==> config.mk <==
export PLATFORM = sky130hd
export DESIGN_NAME = iram_axi_arb
export DESIGN_NICKNAME = d
export VERILOG_FILES = /design/src/rtl/iram_axi_arb.sv
export SDC_FILE = /design/constraint.sdc
export NUM_CORES = 1
export LEC_CHECK = 0
export CAP_MARGIN = 20
export CORE_AREA = 2 2 178 180
export CTS_CLUSTER_DIAMETER = 200
export CTS_CLUSTER_SIZE = 28
export DETAILED_ROUTE_END_ITERATION = 8
export DIE_AREA = 0 0 180 182
export PLACE_DENSITY = 0.39
export REMOVE_ABC_BUFFERS = 1
export SKIP_CTS_REPAIR_TIMING = 1
export SLEW_MARGIN = 0
export SYNTH_ARGS = -nofsm -noshare
export SYNTH_HDL_FRONTEND = slang
export SYNTH_SLANG_ARGS = --single-unit
==> constraint.sdc <==
create_clock -name clk -period 1.8 [get_ports clk]
set_input_delay 0.27 -clock clk [delete_from_list [all_inputs] [get_ports clk]]
set_output_delay 0.27 -clock clk [all_outputs]
set_load 0.02 [all_outputs]
==> src/rtl/iram_axi_arb.sv <==
// Two-master AXI4-Lite arbiter in front of the instruction RAM slave port.
// Build option: define IRAM_ARB_FIXED_PRIO_EN for fixed priority (master 0 wins ties).
module iram_axi_arb #(
  parameter int unsigned ADDR_W = 32,
  parameter int unsigned DATA_W = 32
) (
  input  logic                clk,
  input  logic                rst,
  // master 0
  input  logic [ADDR_W-1:0]   m0_awaddr,
  input  logic [2:0]          m0_awprot,
  input  logic                m0_awvalid,
  output logic                m0_awready,
  input  logic [DATA_W-1:0]   m0_wdata,
  input  logic [DATA_W/8-1:0] m0_wstrb,
  input  logic                m0_wvalid,
  output logic                m0_wready,
  output logic [1:0]          m0_bresp,
  output logic                m0_bvalid,
  input  logic                m0_bready,
  input  logic [ADDR_W-1:0]   m0_araddr,
  input  logic [2:0]          m0_arprot,
  input  logic                m0_arvalid,
  output logic                m0_arready,
  output logic [DATA_W-1:0]   m0_rdata,
  output logic [1:0]          m0_rresp,
  output logic                m0_rvalid,
  input  logic                m0_rready,
  // master 1
  input  logic [ADDR_W-1:0]   m1_awaddr,
  input  logic [2:0]          m1_awprot,
  input  logic                m1_awvalid,
  output logic                m1_awready,
  input  logic [DATA_W-1:0]   m1_wdata,
  input  logic [DATA_W/8-1:0] m1_wstrb,
  input  logic                m1_wvalid,
  output logic                m1_wready,
  output logic [1:0]          m1_bresp,
  output logic                m1_bvalid,
  input  logic                m1_bready,
  input  logic [ADDR_W-1:0]   m1_araddr,
  input  logic [2:0]          m1_arprot,
  input  logic                m1_arvalid,
  output logic                m1_arready,
  output logic [DATA_W-1:0]   m1_rdata,
  output logic [1:0]          m1_rresp,
  output logic                m1_rvalid,
  input  logic                m1_rready,
  // RAM slave
  output logic [ADDR_W-1:0]   s_awaddr,
  output logic [2:0]          s_awprot,
  output logic                s_awvalid,
  input  logic                s_awready,
  output logic [DATA_W-1:0]   s_wdata,
  output logic [DATA_W/8-1:0] s_wstrb,
  output logic                s_wvalid,
  input  logic                s_wready,
  input  logic [1:0]          s_bresp,
  input  logic                s_bvalid,
  output logic                s_bready,
  output logic [ADDR_W-1:0]   s_araddr,
  output logic [2:0]          s_arprot,
  output logic                s_arvalid,
  input  logic                s_arready,
  input  logic [DATA_W-1:0]   s_rdata,
  input  logic [1:0]          s_rresp,
  input  logic                s_rvalid,
  output logic                s_rready
);

  typedef enum logic [1:0] {StIdle, StWrResp, StRdWait} state_e;

  state_e r_state, w_state_d;
  logic   r_gnt, w_gnt_d;
  logic   r_last, w_last_d;

  logic w_wreq0, w_wreq1, w_req0, w_req1;
  logic w_win, w_win_wreq, w_win_rreq;
  logic w_idle, w_fwd_wr, w_fwd_rd, w_wr_acc, w_rd_acc;
  logic w_in_wr, w_in_rd, w_gnt_bready, w_gnt_rready;
  logic w_unused;

  // The RAM B channel is permanently valid; responses are generated locally.
  assign w_unused = s_bvalid;

  assign w_wreq0 = m0_awvalid & m0_wvalid;
  assign w_wreq1 = m1_awvalid & m1_wvalid;
  assign w_req0  = w_wreq0 | m0_arvalid;
  assign w_req1  = w_wreq1 | m1_arvalid;

`ifdef IRAM_ARB_FIXED_PRIO_EN
  assign w_win = (w_req0 & w_req1) ? 1'b0 : w_req1;
`else
  assign w_win = (w_req0 & w_req1) ? ~r_last : w_req1;
`endif

  assign w_win_wreq = w_win ? w_wreq1 : w_wreq0;
  assign w_win_rreq = w_win ? m1_arvalid : m0_arvalid;

  // Reset gates every handshake so outputs take reset values immediately.
  assign w_idle   = (r_state == StIdle) & ~rst;
  assign w_in_wr  = (r_state == StWrResp) & ~rst;
  assign w_in_rd  = (r_state == StRdWait) & ~rst;
  assign w_fwd_wr = w_idle & w_win_wreq;
  assign w_fwd_rd = w_idle & ~w_win_wreq & w_win_rreq;
  assign w_wr_acc = w_fwd_wr & s_awready & s_wready;
  assign w_rd_acc = w_fwd_rd & s_arready;

  assign w_gnt_bready = r_gnt ? m1_bready : m0_bready;
  assign w_gnt_rready = r_gnt ? m1_rready : m0_rready;

  assign s_awaddr  = w_win ? m1_awaddr : m0_awaddr;
  assign s_awprot  = w_win ? m1_awprot : m0_awprot;
  assign s_wdata   = w_win ? m1_wdata  : m0_wdata;
  assign s_wstrb   = w_win ? m1_wstrb  : m0_wstrb;
  assign s_araddr  = w_win ? m1_araddr : m0_araddr;
  assign s_arprot  = w_win ? m1_arprot : m0_arprot;
  assign s_awvalid = w_fwd_wr;
  assign s_wvalid  = w_fwd_wr;
  assign s_arvalid = w_fwd_rd;
  assign s_bready  = 1'b1;
  // Outside a granted read, any stray RAM read response is drained.
  assign s_rready  = w_in_rd ? w_gnt_rready : 1'b1;

  assign m0_awready = w_wr_acc & ~w_win;
  assign m1_awready = w_wr_acc & w_win;
  assign m0_wready  = w_wr_acc & ~w_win;
  assign m1_wready  = w_wr_acc & w_win;
  assign m0_arready = w_rd_acc & ~w_win;
  assign m1_arready = w_rd_acc & w_win;

  assign m0_bvalid = w_in_wr & ~r_gnt;
  assign m1_bvalid = w_in_wr & r_gnt;
  assign m0_bresp  = (w_in_wr & ~r_gnt) ? s_bresp : 2'b00;
  assign m1_bresp  = (w_in_wr & r_gnt) ? s_bresp : 2'b00;

  assign m0_rvalid = w_in_rd & ~r_gnt & s_rvalid;
  assign m1_rvalid = w_in_rd & r_gnt & s_rvalid;
  assign m0_rdata  = (w_in_rd & ~r_gnt) ? s_rdata : '0;
  assign m1_rdata  = (w_in_rd & r_gnt) ? s_rdata : '0;
  assign m0_rresp  = (w_in_rd & ~r_gnt) ? s_rresp : 2'b00;
  assign m1_rresp  = (w_in_rd & r_gnt) ? s_rresp : 2'b00;

  always_comb begin
    w_state_d = r_state;
    w_gnt_d   = r_gnt;
    w_last_d  = r_last;
    unique case (r_state)
      StIdle: begin
        if (w_wr_acc) begin
          w_state_d = StWrResp;
          w_gnt_d   = w_win;
          w_last_d  = w_win;
        end else if (w_rd_acc) begin
          w_state_d = StRdWait;
          w_gnt_d   = w_win;
          w_last_d  = w_win;
        end
      end
      StWrResp: if (w_gnt_bready) w_state_d = StIdle;
      StRdWait: if (s_rvalid & w_gnt_rready) w_state_d = StIdle;
      default:  w_state_d = StIdle;
    endcase
  end

  always_ff @(posedge clk or posedge rst) begin
    if (rst) begin
      r_state <= StIdle;
      r_gnt   <= 1'b0;
      r_last  <= 1'b1;
    end else begin
      r_state <= w_state_d;
      r_gnt   <= w_gnt_d;
      r_last  <= w_last_d;
    end
  end

endmodule

### Word-level counts from Yosys, hierarchy flattened

Index checks and enable logic that the tools add are counted.

| word-level totals | value |
|---|---|
| register bits after elaboration | 4 |
| logic and storage cells | 67 |

| cells by class | value |
|---|---|
| multiplexer cells | 25 |
| bitwise operators | 30 |
| equality and inequality tests | 5 |
| reductions and logical operators | 4 |

Operators by type and width:

| operator | number |
|---|---|
| 32-bit two-way mux | 5 |
| 1-bit AND | 23 |
| 2-bit two-way mux | 8 |
| 1-bit two-way mux | 8 |
| 3-bit two-way mux | 2 |
| 2-bit case mux with 3 select lines | 1 |
| 1-bit inverter | 5 |
| 4-bit two-way mux | 1 |
| 3-bit inequality test, second input constant | 1 |
| 3-bit AND reduction | 1 |
| 2-bit by 1-bit equality test with 1-bit output, second input constant | 1 |
| 2-bit equality test, second input constant | 1 |
| 2-bit logical NOT | 1 |
| 2-bit by 1-bit inequality test with 1-bit output, second input constant | 1 |
| 2-bit inequality test, second input constant | 1 |
| 1-bit OR | 2 |
| 2-bit AND reduction | 1 |
| 2-bit nonzero test | 1 |

### Depth between registers and ports, before layout

Gate-level depths: netlist of the first run.

| depth | value |
|---|---|
| depth in word-level cells | 12 |
| mapped depth | 7 |

### Worst setup path after synthesis of the first run

No wires, ideal clock.

| path | value |
|---|---|
| path type | reg2out |
| start | register r_last |
| end | output m1_wready |
| data required time | 1,530 ps |
| arrival | 1,764 ps |
| cell stages (with the launch flop) | 6 |
| setup slack | -234 ps |
| buffers on the path | 1 |
| cells stage by stage | dfstp_2 -> and2b_2 -> o21ai_0 -> nand4_2 -> nor2b_1 -> buf_4 |

| on the way | value |
|---|---|
| word-level cells in the longest chain between the ends | 7 |

Ends and longest elaborated chain:

| element | line | source |
|---|---|---|
| start: declaration | 75 | `logic r_last, w_last_d;` |
| start signal: assignment | 174 | `r_last <= w_last_d;` |
| 1-bit inverter (*) | 94 | `assign w_win = (w_req0 & w_req1) ? ~r_last : w_req1;` |
| 1-bit two-way mux (*) | 94 |  |
| 1-bit two-way mux | 97 | `assign w_win_wreq = w_win ? w_wreq1 : w_wreq0;` |
| 1-bit AND | 104 | `assign w_fwd_wr = w_idle & w_win_wreq;` |
| 1-bit AND (2 in a row) | 106 | `assign w_wr_acc = w_fwd_wr & s_awready & s_wready;` |
| 1-bit AND (*) | -- |  |
| end: declaration | 37 | `output logic m1_wready,` |

Every way passes the cells marked *; elsewhere a longest branch is shown, timed or not.

### Final worst setup path of the first run

| path | value |
|---|---|
| start | register r_last |
| end | output s_wdata[27] |

| on the way | value |
|---|---|
| word-level cells in the longest chain between the ends | 3 |

Ends and longest elaborated chain:

| element | line | source |
|---|---|---|
| 1-bit inverter | 94 |  |
| 1-bit two-way mux | 94 |  |
| 32-bit two-way mux | 114 | `assign s_wdata = w_win ? m1_wdata : m0_wdata;` |
| end: declaration | 54 | `output logic [DATA_W-1:0] s_wdata,` |

Every way passes these cells.

==> run_results.csv, run 1 <==
group,metric,value,unit
status,status,"finished with violations",
status,violations,"negative setup slack",
clocking,h-tree-depth,1,
logic_synthesis,synth-simple-area-share,0.293,
final_layout,n_antenna_cell,0,
floorplan,fp-row-count,65,
global_routing,antenna_found_initial,1,
sta,fin_ws,-0.401,ns
logic_synthesis,ys_types,35,
placement,dpl-instance-area,7420,sq um
logic_synthesis,synth_area_leader_cell,"mux2_2",
floorplan,core_area,31000,sq um
clocking,clk_pin_slew_worst_paths,0.03,ns
floorplan,die_x,180,microns
routing,wl_per_cell,19.4,microns
logic_synthesis,synth_ff_type,"dfrtp_1",
sta,fmax,454,MHz
setup_path,reg2regPathDepth,7,
setup_path,crit_path_start_kind,"flip-flop",
global_routing,grt_pass1_wl,27200,microns
power,p_leak,4.15,nW
sta,rsz0062_at_grt,"yes",
clocking,clockRootBuffer,"clkbuf_16",
global_routing,grt_usage,0.112,
power,peakVddDrop,0.254,mV
clocking,cts_sinks,4,
setup_path,crit_buf_inv,5,
setup_path,critPathRequiredTime,1.53,ns
logic_synthesis,synth_xor_area_frac,0,
setup_path,path_common_cell,"buf_6",
sta,layout_min_cycle_time,2.20,ns
placement,routabilityCongestion,0.728,
logic_synthesis,muxShareOfSynthArea,0.555,
logic_synthesis,synth.cell_area,2240,sq um
logic_synthesis,synth-seq-area-share,0.0452,
global_routing,grt-ovfl-total,0,
logic_synthesis,synth_area_leaders,"mux2_2, and2_1, buf_4",
logic_synthesis,synthAdderAreaFrac,0,
routing,drcViolationCount,0,
sta,period_share,1.22,
routing,drt_iter0_drc,64,
final_layout,fin_util,0.284,
setup_path,timing_worst_setup_path_type,"flip-flop to output port",
hold_path,hp-class,"primary input to async pin",
floorplan,start_util,0.0723,
sta,slew_violations,0,
logic_synthesis,yosys_warnings,0,
final_layout,syn_to_final_growth,292,%
power,power_density,684,nW/um^2
power,p_total,0.00601,W
sta,fin_skew,0.00246,ns
routing,firstDrtPassIters,6,
placement,dp_hpwl,18500,microns
placement,io_buffers,455,
final_layout,finalInstanceArea,8790,sq um
logic_synthesis,synth_top_family_by_area,"multiplexers",
job,drv_cap,0,
logic_synthesis,synth-edff-count,0,
sta,setup_viol,187,
final_layout,finalNetCount,1008,
logic_synthesis,synth_compound_area_frac,0.0296,
setup_path,worstPathCellList,"buf_6 -> a21oi_4 -> buf_6 -> buf_12 -> clkbuf_16 -> mux2_4 -> buf_6",
setup_path,path_max_fanout,8,
logic_synthesis,avgSynthCellArea,8.93,sq um
routing,vias_per_cell,3.38,
floorplan,die-area,32800,sq um
logic_synthesis,yosysMostFrequentCell,"mux2_2",
routing,routed_wl,22100,microns
logic_synthesis,synth-seq-cells,4,
logic_synthesis,synth_commonest_cells,"mux2_2, and2_1, buf_4",
sta,fin_setup_tns,-40.13,ns
global_routing,grt_max_degree,36,
logic_synthesis,netlist_instances,251,
final_layout,drive_above_1_share,0.574,
logic_synthesis,yosysTopAreaCellShare,0.533,
setup_path,cp_data_arrival_time,1.93,ns
clocking,clock_latency,0.22,ns
setup_path,critical_path_depth,7,
setup_path,cpPeakStageDelay,0.39,ns
setup_path,critPathTopFamily,"buffers and inverters",
setup_path,cp-end-kind,"output port",
global_routing,grt_pass1_vias,3911,
routing,ant_nets,0,
routing,via_count,3872,
clocking,clk_path_buf_depth,2,
clocking,cts_buffers,3,
clocking,tritoncts,"built",
floorplan,fp.dieH,182,microns
sta,hold_viol,0,
floorplan,io_pins,458,
logic_synthesis,async_reset_ff_frac,1.00,
setup_path,critPathSlowestCell,"dfstp_2",
-- layout by cell type, fill, tap and decap left out, types with 5 or more instances in the layout --
cell,netlist,final
buf_4,11,23
and2_4,0,70
clkbuf_16,0,14
and2_1,75,5
buf_8,0,7
mux2_4,2,75
mux2_2,106,33
clkdlybuf4s50_1,0,256
buf_6,2,166
nand2_1,5,5
dlymetal6s2s_1,0,33
buf_12,1,9
-- where the power goes --
| part | switching [W] | leakage, nW | internal, W |
|---|---|---|---|
| clock network | 0.0000612 | 0.0382 | 0.000292 |
| registers | 0.0000583 | 0.0480 | 0.000136 |
| logic | 0.00227 | 4.07 | 0.00319 |
-- layer usage --
metal | routed length (microns) | track usage | up-vias
met4 | 180 | 0.0117 | 0
li1 | - | - | 1854
met2 | 12200 | 0.214 | 242
met3 | 1800 | 0.0371 | 8
met1 | 8020 | 0.123 | 1768
met5 | 0 | 0 | -
-- worst paths after layout --
path,from,endpoint,slack [ns]
min in group clk,r_last,r_last,0.67
worst max register to register,r_last,r_gnt,-0.06
worst min register to register,r_last,r_last,0.67
worst max-delay path,r_last,s_wdata[27],-0.40
worst min-delay path,rst,r_state[1],0.14
max in group asynchronous,rst,r_last,1.43
-- cell families after synthesis --
kind of cell           after synthesis
AOI/OAI and AO/OA                   10
other                                1
and+or+nand+nor                    101
DFF                                  4
muxes                              110
buffers and inverters               25
-- flip-flops by register name, summed over array words and instances, names as in the netlist --
name,count
r_state,2
r_gnt,1
r_last,1
-- area by class of cell --
class	instances	area [sq um]
inverter	1	3.75
sequential	4	103
clock buffer	4	78.8
multi-input combinational	222	2490
timing repair buffer	511	5610
fill	3315	22200
tap	402	503
-- through the flow --
step,instances,setup slack (ns),hold slack [ns]
global route,1144,-0.464,0.174
global placement,1115,-0.919,0.643
floorplan,227,-2.90,0.0354
finish,1144,-0.401,0.145
CTS,1119,-0.935,0.467
detailed placement,1115,-0.926,0.651
-- worst reg2reg max path, cell delays in order (launching register included) --
cell and delay (ns):
dfstp_2 0.58, and2b_2 0.24, o21ai_2 0.14, buf_6 0.12
nand4_4 0.13, buf_6 0.17, nand2_4 0.07, mux2_4 0.29
Note: power is estimated with default switching activity, not from simulation.
==> inputs of run 2 (changes only) <==
SLEW_MARGIN = default   (was 0)
==> results of run 2 <==
No change in the layout: final DEF, timing and power equal those of run 1.
